### src/rtl/axil_mstr_replayer.sv
// AXI-Lite master replayer: re-drives recorded AW/W/AR handshakes in log order on a master port,
// always accepts B/R responses and keeps outstanding-transaction counts.
module axil_mstr_replayer #(
    parameter int ADDR_W    = 32,
    parameter int DATA_W    = 32,
    parameter int MAX_OUTST = 4,
    parameter int OUTST_W   = 3,
    localparam int STRB_W   = DATA_W / 8
) (
    input  logic               clk,
    input  logic               sync_rst_n,
    input  logic               replay_en,
    input  logic               log_valid,
    output logic               log_ready,
    input  logic [2:0]         log_chmask,
    input  logic [ADDR_W-1:0]  log_awaddr,
    input  logic [DATA_W-1:0]  log_wdata,
    input  logic [STRB_W-1:0]  log_wstrb,
    input  logic [ADDR_W-1:0]  log_araddr,
    output logic               awvalid,
    output logic [ADDR_W-1:0]  awaddr,
    input  logic               awready,
    output logic               wvalid,
    output logic [DATA_W-1:0]  wdata,
    output logic [STRB_W-1:0]  wstrb,
    input  logic               wready,
    input  logic               bvalid,
    input  logic [1:0]         bresp,
    output logic               bready,
    output logic               arvalid,
    output logic [ADDR_W-1:0]  araddr,
    input  logic               arready,
    input  logic               rvalid,
    input  logic [DATA_W-1:0]  rdata,
    input  logic [1:0]         rresp,
    output logic               rready,
    output logic [OUTST_W-1:0] wr_outstanding,
    output logic [OUTST_W-1:0] rd_outstanding,
    output logic [31:0]        entries_done,
    output logic               err
);

    localparam logic [OUTST_W-1:0] OUTST_MAX = OUTST_W'(MAX_OUTST);

    // pend bits: {ar, w, aw} still owed for the held entry
    logic [2:0] pend;
    logic [2:0] pend_next;
    logic       rsp_rdy;
    logic       aw_hs, w_hs, ar_hs, b_hs, r_hs;
    logic       accept;
    logic       wr_underflow, rd_underflow;
    logic [1:0] done_inc;
    logic       unused_rsp;

    // A response with nothing outstanding and no same-cycle issue leaves the count at zero.
    function automatic logic [OUTST_W-1:0] step_cnt(input logic [OUTST_W-1:0] cnt,
                                                    input logic inc, input logic dec);
        if (inc && !dec)
            return cnt + 1'b1;
        if (dec && !inc && cnt != '0)
            return cnt - 1'b1;
        return cnt;
    endfunction

    assign awvalid = pend[0] && (wr_outstanding != OUTST_MAX);
    assign wvalid  = pend[1];
    assign arvalid = pend[2] && (rd_outstanding != OUTST_MAX);
    assign bready  = rsp_rdy;
    assign rready  = rsp_rdy;

    assign aw_hs = awvalid && awready;
    assign w_hs  = wvalid && wready;
    assign ar_hs = arvalid && arready;
    assign b_hs  = bvalid && bready;
    assign r_hs  = rvalid && rready;

    assign pend_next = pend & ~{ar_hs, w_hs, aw_hs};
    assign log_ready = replay_en && (pend_next == 3'b000);
    assign accept    = log_valid && log_ready;

    assign wr_underflow = b_hs && !aw_hs && (wr_outstanding == '0);
    assign rd_underflow = r_hs && !ar_hs && (rd_outstanding == '0);

    // An entry finishing and an empty entry being accepted can land in the same cycle.
    assign done_inc = {1'b0, (pend != 3'b000) && (pend_next == 3'b000)}
                    + {1'b0, accept && (log_chmask == 3'b000)};

    // Response payloads are intentionally discarded.
    assign unused_rsp = ^{bresp, rresp, rdata};

    always_ff @(posedge clk) begin
        if (!sync_rst_n) begin
            pend           <= 3'b000;
            rsp_rdy        <= 1'b0;
            wr_outstanding <= '0;
            rd_outstanding <= '0;
            entries_done   <= '0;
            err            <= 1'b0;
        end else begin
            pend           <= accept ? log_chmask : pend_next;
            rsp_rdy        <= 1'b1;
            wr_outstanding <= step_cnt(wr_outstanding, aw_hs, b_hs);
            rd_outstanding <= step_cnt(rd_outstanding, ar_hs, r_hs);
            entries_done   <= entries_done + {30'd0, done_inc};
            if (wr_underflow || rd_underflow)
                err <= 1'b1;
        end
    end

    // Payload only changes on accept, which cannot happen while any channel is still valid.
    always_ff @(posedge clk) begin
        if (accept) begin
            awaddr <= log_awaddr;
            wdata  <= log_wdata;
            wstrb  <= log_wstrb;
            araddr <= log_araddr;
        end
    end

endmodule
### config.mk
export PLATFORM = sky130hd
export DESIGN_NAME = axil_mstr_replayer
export DESIGN_NICKNAME = d
export VERILOG_FILES = /design/src/rtl/axil_mstr_replayer.sv
export SDC_FILE = /design/constraint.sdc
export NUM_CORES = 1
export LEC_CHECK = 0
export BUFFER_PORTS_ARGS = -buffer_cell sky130_fd_sc_hd__buf_2
export CORE_AREA = 2 2 115 117
export CTS_CLUSTER_SIZE = 8
export DETAILED_ROUTE_END_ITERATION = 16
export DIE_AREA = 0 0 117 119
export HOLD_SLACK_MARGIN = 0.03
export PLACE_DENSITY = 0.83
export SLEW_MARGIN = 40
export SYNTH_ARGS = -nofsm -noshare
export SYNTH_HDL_FRONTEND = slang
export SYNTH_SLANG_ARGS = --single-unit
### constraint.sdc
create_clock -name clk -period 14.35 [get_ports clk]
set_input_delay 1.435 -clock clk [delete_from_list [all_inputs] [get_ports clk]]
set_output_delay 1.435 -clock clk [all_outputs]
set_load 0.05 [all_outputs]
==> flow_metrics.tcl, run 1 <==
set metrics [dict create \
    outcome "completed" \
    detail-route-antenna-nets 0 \
    crit_path_max_fanout 27 \
    post_cts_buffers 0 \
    rr_startpoint "rd_outstanding[0]$_SDFFE_PN0P_" \
    drt-vias-per-instance 4.911 \
    critPathMaxStageDelay_ps 530 \
    max_slew.worst_pin.slew_ps 647.9 \
    cts_resized 0 \
    drt-initial-drc-count 228 \
    finClkSkew_ps 9.017 \
    rows 42 \
    clk_latency_ps 410 \
    wl_per_cell_um 16.28 \
    grt_setup_unrepaired "false" \
    maxSlewHeadroom_pct 56.80 \
    nets 788 \
    synthArstFlopShare_pct 0 \
    synth_top_cell_area_share_pct 56.95 \
    numPortBuffers 256 \
    synth_nets 521 \
    hold_viol 0 \
    numCtsBuffers 17 \
    crit_chain "buf_2, a21bo_2, a21boi_0, and2_4, nand2_1, fa_1, inv_1, ha_1, nand4_1, or2_2, or4_1, a21oi_1" \
    irDropWorstVdd_uv 66.59 \
    end_kind "flop" \
    grt_pass1_vias 3921 \
    synth_ff_type "edfxtp_1" \
    fp.dieW_um 117 \
    finalSetupViolations 0 \
    dp_worst_setup_slack_ps 9565 \
    whs_path_depth 2 \
    worst_slack_ps 9944 \
    leakagePower_nw 3.030 \
    drive_gt1_share_pct 46.20 \
    fin_tns_setup_ps 0 \
    timing.fmax_mhz 227.0 \
    r2r-end "entries_done[28]$_SDFF_PN0_" \
    clockPowerShare_pct 45.1 \
    cpMaxStageDelayCell "or4_1" \
    synth_compound_area_share_pct 6.336 \
    reg2reg_depth 13 \
    synth_warnings 0 \
    ys_ff_latch 143 \
    yosysSeqAreaShare_pct 73.28 \
    io_pins 293 \
    startpoint_type "input port" \
    switchingPower_w 0.0002559 \
    synth_cells 365 \
    place_congestion 0.8390 \
    drcViolationCount 0 \
    cp.arrival_ps 4730 \
    synthMuxAreaShare_pct 1.163 \
    cts_max_path_buffers 2 \
    yosys.area_share.simple_pct 13.12 \
    synth_top_family_by_area "simple AND/OR/NAND/NOR gates" \
    cts_root_buf "clkbuf_16" \
    initial_core_util_pct 40.95 \
    crit_required_ps 14680 \
    synth-edff-count 100 \
    grtUsageTotal_pct 18.83 \
    dp_hpwl_mm 9.952 \
    antenna_cells 0 \
    synthToLayoutAreaGrowth_pct 39.51 \
    switching_share_pct 24.70 \
    regToRegSetupSlack_ps 10280 \
    wl_mm 13.36 \
    vias 4032 \
    tritoncts "yes" \
    crit_buf_inv 2 \
    cap_violations 0 \
    die_h_um 119 \
    seqPwrFrac_pct 44.9 \
    drt-pass1-iter-count 4 \
    combPwrFrac_pct 10.0 \
    timing.final.crit_share_pct 30.70 \
    ys_types 51 \
    netlist_area_um2 5273 \
    slew_viol_final 0 \
    synth_area_leader_cell "edfxtp_1" \
    synth_xor_area_share_pct 1.993 \
    dieArea_um2 13920 \
    min_from "entries_done[31]$_SDFF_PN0_" \
    grt_pass1_wl_mm 19.64 \
    clk_pin_slew_worst_paths_ps 60 \
    core_area_um2 12870 \
    p_int_w 0.0007798 \
    hold_path.class "flop to flop" \
    synth_adder_area_share_pct 2.041 \
    p_per_area_nw_per_um2 140.8 \
    min_period_ps 4406 \
    antenna_found_initial 0 \
    grt_max_degree 76 \
    whs_endpoint "entries_done[31]$_SDFF_PN0_" \
    grt_overflow_total 0 \
    crit_type "input port to flop" \
    htreeDepth 4 \
    holdBufCountCts 0 \
    syn_area_per_cell_um2 14.45 \
    synth.area.top_cells "edfxtp_1 (57%), dfxtp_1 (16%), a21oi_1 (1.9%)" \
    crit_family "simple AND/OR/NAND/NOR gates" \
    clock_sinks 143 \
]
==> stage by stage <==
stage | cells | instance area [um^2] | power [W] | hold WS, ps | utilization (%)
after CTS | 821 | 7352 | 0.001046 | 486.8 | 57.10
after detailed placement | 789 | 6721 | 0.0005780 | 474.9 | 52.21
after global placement | 789 | 6720 | 0.0005743 | 456.9 | 52.20
final | 821 | 7356 | 0.001036 | 494.3 | 57.13
after global routing | 821 | 7356 | 0.001071 | 534.9 | 57.13
after floorplan | 365 | 5273 | 0.0005446 | 483.1 | -
==> flip-flops by register name (all words and copies together), names as in the netlist <==
signal,cells
araddr,32
awaddr,32
bready,1
entries_done,32
err,1
pend,3
rd_outstanding,3
wdata,32
wr_outstanding,3
wstrb,4
==> cell type report <==
| class | count | area [um^2] |
|---|---|---|
| Clock inverter | 14 | 201.4 |
| Clock buffer | 18 | 429.2 |
| Multi-Input combinational cell | 201 | 1303 |
| Sequential cell | 143 | 3864 |
| Tap cell | 176 | 220.2 |
| Fill cell | 1050 | 5519 |
| Timing Repair Buffer | 257 | 1292 |
| Inverter | 12 | 46.29 |
==> power groups by stage <==
stage / registers [W] / clock network (W) / logic, W
final: 0.000465 / 0.000467 / 0.000104
after global routing: 0.000466 / 0.000494 / 0.000110
after CTS: 0.000465 / 0.000476 / 0.000104
after detailed placement: 0.000474 / 0 / 0.000104
after global placement: 0.000473 / 0 / 0.000102
after floorplan: 0.000526 / 0 / 0.0000184
==> synthesized netlist by cell type (3+ instances only) <==
master    count
edfxtp_1    100
dfxtp_1      43
nand3_1      16
nor3_1        7
mux2i_1       5
or4_1         9
and3_1        4
nor2_1       17
o31ai_1       9
nand4b_1      3
inv_1        11
and2_1        5
ha_1          7
xnor2_1      10
nand4_1      10
a21oi_1      20
nand2b_1      8
nor4_1       10
nand2_1      25
==> cells by family after synthesis <==
logic type | after synthesis
buffers and inverters | 21
xor gates and xnor gates | 12
AOI/OAI and AO/OA | 50
adders and majority gates | 8
muxes | 6
and+or+nand+nor | 125
DFF | 143
==> per-layer routing <==
metal	track usage, %	vias to the layer above	share of wire, %
met5	0	-	0
met2	33.82	159	53
met4	6.985	0	2.1
met3	7.684	22	8.5
met1	19.27	1924	36
li1	-	1927	-
==> tightest hold or removal path, stage by stage, from the launching register on <==
cell and delay [ps]:
dfxtp_1 330, nand2_1 60, mux2i_1 60
==> placed cells by master, fill, tap and decap left out, drive strengths merged, types with 5 or more instances in the layout <==
cell / n
a21oi: 20
and2: 5
buf: 257
clkbuf: 18
dfxtp: 43
edfxtp: 100
ha: 7
inv: 17
mux2i: 5
nand2: 25
nand2b: 8
nand3: 17
nand4: 11
nor2: 17
nor3: 7
nor4: 10
o31ai: 9
or4: 9
xnor2: 10
==> worst max path at each step <==
| stage | from | endpoint | depth (start not counted) |
|---|---|---|---|
| floorplan | arready | entries_done[20]$_SDFF_PN0_ | 12 |
| global placement | arready | entries_done[28]$_SDFF_PN0_ | 12 |
| detailed placement | arready | entries_done[28]$_SDFF_PN0_ | 12 |
| CTS | arready | entries_done[28]$_SDFF_PN0_ | 12 |
| global route | arready | entries_done[28]$_SDFF_PN0_ | 12 |
| finish | arready | entries_done[28]$_SDFF_PN0_ | 12 |
Power figures use the tool's default switching activity.
==> run 2, diff against run 1 <==
--- a/config.mk
+++ b/config.mk
@@ -6,12 +6,12 @@
 export NUM_CORES = 1
 export LEC_CHECK = 0
 export BUFFER_PORTS_ARGS = -buffer_cell sky130_fd_sc_hd__buf_2
-export CORE_AREA = 2 2 115 117
+export CORE_MARGIN = 2
+export CORE_UTILIZATION = 44
 export CTS_CLUSTER_SIZE = 8
 export DETAILED_ROUTE_END_ITERATION = 16
-export DIE_AREA = 0 0 117 119
 export HOLD_SLACK_MARGIN = 0.03
-export PLACE_DENSITY = 0.83
+export PLACE_DENSITY = 0.87
 export SLEW_MARGIN = 40
 export SYNTH_ARGS = -nofsm -noshare
 export SYNTH_HDL_FRONTEND = slang
==> constraint.sdc (replaced) <==
create_clock -name clk -period 4.1 [get_ports clk]
set_input_delay 0.41 -clock clk [delete_from_list [all_inputs] [get_ports clk]]
set_output_delay 0.41 -clock clk [all_outputs]
set_load 0.05 [all_outputs]
==> flow_metrics.tcl, run 2 (synthesis gave the netlist of run 1 again) <==
set metrics [dict create \
    outcome "completed" \
    post_cts_buffers 0 \
    hold_path.class "input port to flop" \
    detail-route-antenna-nets 0 \
    drt-pass1-iter-count 4 \
    cp.arrival_ps 3930 \
    cts_resized 0 \
    startpoint_type "flop" \
    htreeDepth 4 \
    numCtsBuffers 17 \
    cts_max_path_buffers 2 \
    io_pins 293 \
    slew_viol_final 0 \
    antenna_cells 0 \
    vias 4109 \
    crit_type "flop to flop" \
    dieArea_um2 12870 \
    drt-initial-drc-count 315 \
    core_area_um2 11560 \
    finClkSkew_ps 6.112 \
    final_common_cell "buf_2" \
    drt-vias-per-instance 5.208 \
    maxSlewHeadroom_pct 57.70 \
    final_cells 789 \
    hold_viol 0 \
    dpl.cell_count 757 \
    rows 39 \
    cts_root_buf "clkbuf_16" \
    grt_setup_unrepaired "false" \
    wl_mm 13.42 \
    nets 789 \
    finalSetupViolations 0 \
    p_per_area_nw_per_um2 470.2 \
    clk_latency_ps 410 \
    antenna_found_initial 0 \
    max_slew.worst_pin.slew_ps 634.5 \
    initial_core_util_pct 45.59 \
    grtUsageTotal_pct 20.46 \
    fin_tns_setup_ps 0 \
    clock_sinks 143 \
    synthToLayoutAreaGrowth_pct 37.73 \
    fp.dieW_um 113.5 \
    final_cell_mix "buf_2 (256), edfxtp_1 (100), dfxtp_1 (39), nand2_1 (25), a21oi_1 (20)" \
    timing.final.crit_share_pct 87.97 \
    holdBufCountCts 0 \
    clk_pin_slew_worst_paths_ps 60 \
    finalPower_w 0.003415 \
    drcViolationCount 0 \
    irDropWorstVdd_uv 272.5 \
    tritoncts "yes" \
    grt_pass1_vias 4148 \
    min_period_ps 3607 \
    dp_hpwl_mm 10.06 \
    end_kind "flop" \
    cap_violations 0 \
    timing.fmax_mhz 277.2 \
    drive_gt1_share_pct 47.21 \
    grt_pass1_wl_mm 20.37 \
    crit_path_max_fanout 12 \
    wl_per_cell_um 17.01 \
    numPortBuffers 256 \
    leakagePower_nw 2.997 \
    crit_required_ps 4430 \
    place_congestion 0.8496 \
    die_h_um 113.5 \
    grt_overflow_total 0 \
    grt_max_degree 74 \
]
==> run 2: final timing paths <==
kind,cells past startpoint,slack [ps],to,start
setup / recovery,12,490,entries_done[28]$_SDFF_PN0_,rd_outstanding[0]$_SDFFE_PN0P_
hold / removal,1,170,araddr[31]$_DFFE_PP_,log_araddr[31]
setup reg to reg,12,490,entries_done[28]$_SDFF_PN0_,rd_outstanding[0]$_SDFFE_PN0P_
hold reg to reg,2,490,err$_SDFFE_PN0P_,err$_SDFFE_PN0P_
==> run 2: worst max-delay path, stage by stage (launching register included) <==
cell and delay, ps:
dfxtp_4 360, inv_1 60, ha_1 240, a21bo_2 240, a21boi_1 270, o311ai_0 260, fa_1 460, inv_1 80
ha_1 240, nand4_1 190, or2_2 440, or4_1 530, a21oi_1 160
==> run 2: cell type report <==
cell class / instances / area [um^2]
Fill cell: 877 / 4303
Timing Repair Buffer: 258 / 1300
Clock buffer: 17 / 425.4
Sequential cell: 143 / 3879
Tap cell: 143 / 178.9
Multi-Input combinational cell: 201 / 1303
Clock inverter: 15 / 130.1
Inverter: 12 / 46.29
==> run 2: per-stage QoR <==
stage               worst slack, ps  util (%)  cell area [um^2]  hold WS [ps]
floorplan                     14.19         -              5290         437.7
global placement              699.3     57.95              6701         454.7
detailed placement            532.0     57.96              6703         478.6
CTS                           522.6     62.76              7258         152.5
global route                  284.7     62.79              7262         153.4
finish                        493.1     62.79              7262         170.3
==> run 2: routing by layer <==
metal  wire length, um  vias up  global-route usage, %
met5                 0        -                      0
li1                  -     1927                      -
met1              4699     1950                  20.94
met2              7148      198                  37.45
met4               373        0                  9.268
met3              1199       34                  7.226
==> run 2: power by group <==
group / internal [W] / total (W) / switching [W]
clock network: 0.000793 / 0.00142 / 0.000630
logic: 0.0000916 / 0.000365 / 0.000273
registers: 0.00161 / 0.00163 / 0.0000191
==> run 3, diff against run 2 <==
--- a/config.mk
+++ b/config.mk
@@ -6,12 +6,13 @@
 export NUM_CORES = 1
 export LEC_CHECK = 0
 export BUFFER_PORTS_ARGS = -buffer_cell sky130_fd_sc_hd__buf_2
+export CORE_ASPECT_RATIO = 1.25
 export CORE_MARGIN = 2
-export CORE_UTILIZATION = 44
+export CORE_UTILIZATION = 40
 export CTS_CLUSTER_SIZE = 8
 export DETAILED_ROUTE_END_ITERATION = 16
 export HOLD_SLACK_MARGIN = 0.03
-export PLACE_DENSITY = 0.87
+export PLACE_DENSITY = 0.83
 export SLEW_MARGIN = 40
 export SYNTH_ARGS = -nofsm -noshare
 export SYNTH_HDL_FRONTEND = slang
==> constraint.sdc (replaced) <==
create_clock -name clk -period 3.1 [get_ports clk]
set_input_delay 0.62 -clock clk [delete_from_list [all_inputs] [get_ports clk]]
set_output_delay 0.62 -clock clk [all_outputs]
set_load 0.05 [all_outputs]
==> flow_metrics.tcl, run 3 (synthesis gave the netlist of run 1 again) <==
set metrics [dict create \
    crit_top_cell "ha_4" \
    crit_family "simple AND/OR/NAND/NOR gates" \
    grt_pass1_wl_mm 21.89 \
    leakagePower_nw 3.071 \
    dieArea_um2 14120 \
    tritoncts "yes" \
    rr_startpoint "rd_outstanding[0]$_SDFFE_PN0P_" \
    antenna_cells 0 \
    clk_latency_ps 420 \
    hold_path.class "input port to flop" \
    slew_viol_final 0 \
    grt_pass1_vias 4247 \
    final_cell_mix "buf_2 (256), edfxtp_1 (100), dfxtp_1 (39), nand2_1 (24), a21oi_1 (19)" \
    place_congestion 0.7875 \
    clock_sinks 143 \
    vias 4146 \
    crit_required_ps 3440 \
    antenna_found_initial 1 \
    crit_buf_inv 2 \
    fp.dieW_um 106.7 \
    drt-pass1-iter-count 5 \
    crit_chain "inv_4, ha_4, a21bo_2, a21boi_2, o311ai_0, fa_2, inv_2, ha_4, nand4_1, or2_4, or4_1, a21oi_1" \
    cpMaxStageDelayCell "or4_1" \
    max_slew.worst_pin.slew_ps 574.4 \
    p_per_area_nw_per_um2 609.7 \
    post_cts_buffers 0 \
    grt_overflow_total 0 \
    dp_worst_setup_slack_ps -17.59 \
    htreeDepth 4 \
    holdBufCountCts 0 \
    cts_root_buf "clkbuf_16" \
    wl_per_cell_um 17.29 \
    finalSetupViolations 0 \
    initial_core_util_pct 41.27 \
    grt_setup_unrepaired "false" \
    die_h_um 132.4 \
    numCtsBuffers 17 \
    hold_viol 0 \
    irDropWorstVdd_uv 285.8 \
    min_period_ps 2971 \
    drt-vias-per-instance 5.044 \
    numPortBuffers 256 \
    synthToLayoutAreaGrowth_pct 42.43 \
    cap_violations 0 \
    whs_path_depth 1 \
    finClkSkew_ps 17.02 \
    grt_max_degree 95 \
    drive_gt1_share_pct 50.92 \
    timing.fmax_mhz 336.6 \
    final_common_cell "buf_2" \
    reg2reg_depth 12 \
    end_kind "flop" \
    crit_type "flop to flop" \
    cp.arrival_ps 3310 \
    wl_mm 14.21 \
    timing.final.crit_share_pct 95.83 \
    utilization_pct 58.77 \
    outcome "completed" \
    drt-initial-drc-count 170 \
    io_pins 293 \
    maxSlewHeadroom_pct 61.22 \
    core_area_um2 12780 \
    cts_max_path_buffers 2 \
    path_depth 12 \
    startpoint_type "flop" \
    clk_pin_slew_worst_paths_ps 70 \
    cts_resized 0 \
    min_from "log_wdata[19]" \
    nets 797 \
    worst_slack_ps 129.3 \
    drcViolationCount 0 \
    grtUsageTotal_pct 19.97 \
    detail-route-antenna-nets 0 \
    crit_path_max_fanout 10 \
    rows 46 \
    startpoint "rd_outstanding[0]$_SDFFE_PN0P_" \
    critPathMaxStageDelay_ps 490 \
    dp_hpwl_mm 10.77 \
]
==> run 3: cell types whose count changed in the layout (fill, tap and decap cells not counted), moves of 3 or more <==
cell,previous run,this run
ha_4,0,3
clkinvlp_4,4,1
inv_4,0,3
nor3_2,0,3
buf_4,1,8
nor4_1,10,7
inv_1,11,6
nor3_1,7,4
ha_1,7,4
==> run 3: worst reg2reg max path, cell delays in order, from the launching register on <==
cell,delay [ps]
dfxtp_4,380
inv_4,40
ha_4,160
a21bo_2,230
a21boi_2,160
o311ai_0,230
fa_2,420
inv_2,70
ha_4,130
nand4_1,120
or2_4,330
or4_1,500
a21oi_1,140
==> run 3: final cells by class <==
cell class	instances	area, um^2
tap	168	210.2
fill	1036	5268
inverter	12	52.55
timing repair buffer	266	1373
sequential	143	3879
multi-input combinational	201	1423
clock inverter	15	147.6
clock buffer	17	425.4
==> run 3: path summary, 6_finish.rpt <==
check                                              endpoint  slack, ps
worst max-delay path            entries_done[20]$_SDFF_PN0_        130
worst min-delay path                    wdata[19]$_DFFE_PP_        370
worst max register to register  entries_done[20]$_SDFF_PN0_        130
worst min register to register  entries_done[31]$_SDFF_PN0_        480
==> run 3: report_power, final <==
group / internal (W) / switching (W) / leakage (nW)
combinational: 0.000132 / 0.000364 / 1.51
clock: 0.00106 / 0.000867 / 0.278
sequential: 0.00212 / 0.0000259 / 1.28
total: 0.00332 / 0.00126 / 3.07
==> run 3: stage by stage <==
stage | setup TNS [ps] | hold slack, ps | area (um^2) | power (W) | std cells
floorplan | -10520 | 498.5 | 5428 | 0.002524 | 365
global placement | 0 | 457.0 | 6913 | 0.002670 | 789
detailed placement | -20.26 | 463.2 | 6917 | 0.002689 | 789
CTS | 0 | 362.2 | 7490 | 0.004630 | 821
global route | 0 | 356.8 | 7510 | 0.004737 | 822
finish | 0 | 373.7 | 7510 | 0.004579 | 822
==> run 3: metal layers <==
layer / vias up / track usage (%) / part of all wire, %
met4: 2 / 6.494 / 1.4
met5: - / 0 / 0.091
met3: 18 / 7.711 / 9.1
met1: 1996 / 20.56 / 36
li1: 1941 / - / -
met2: 189 / 36.69 / 54
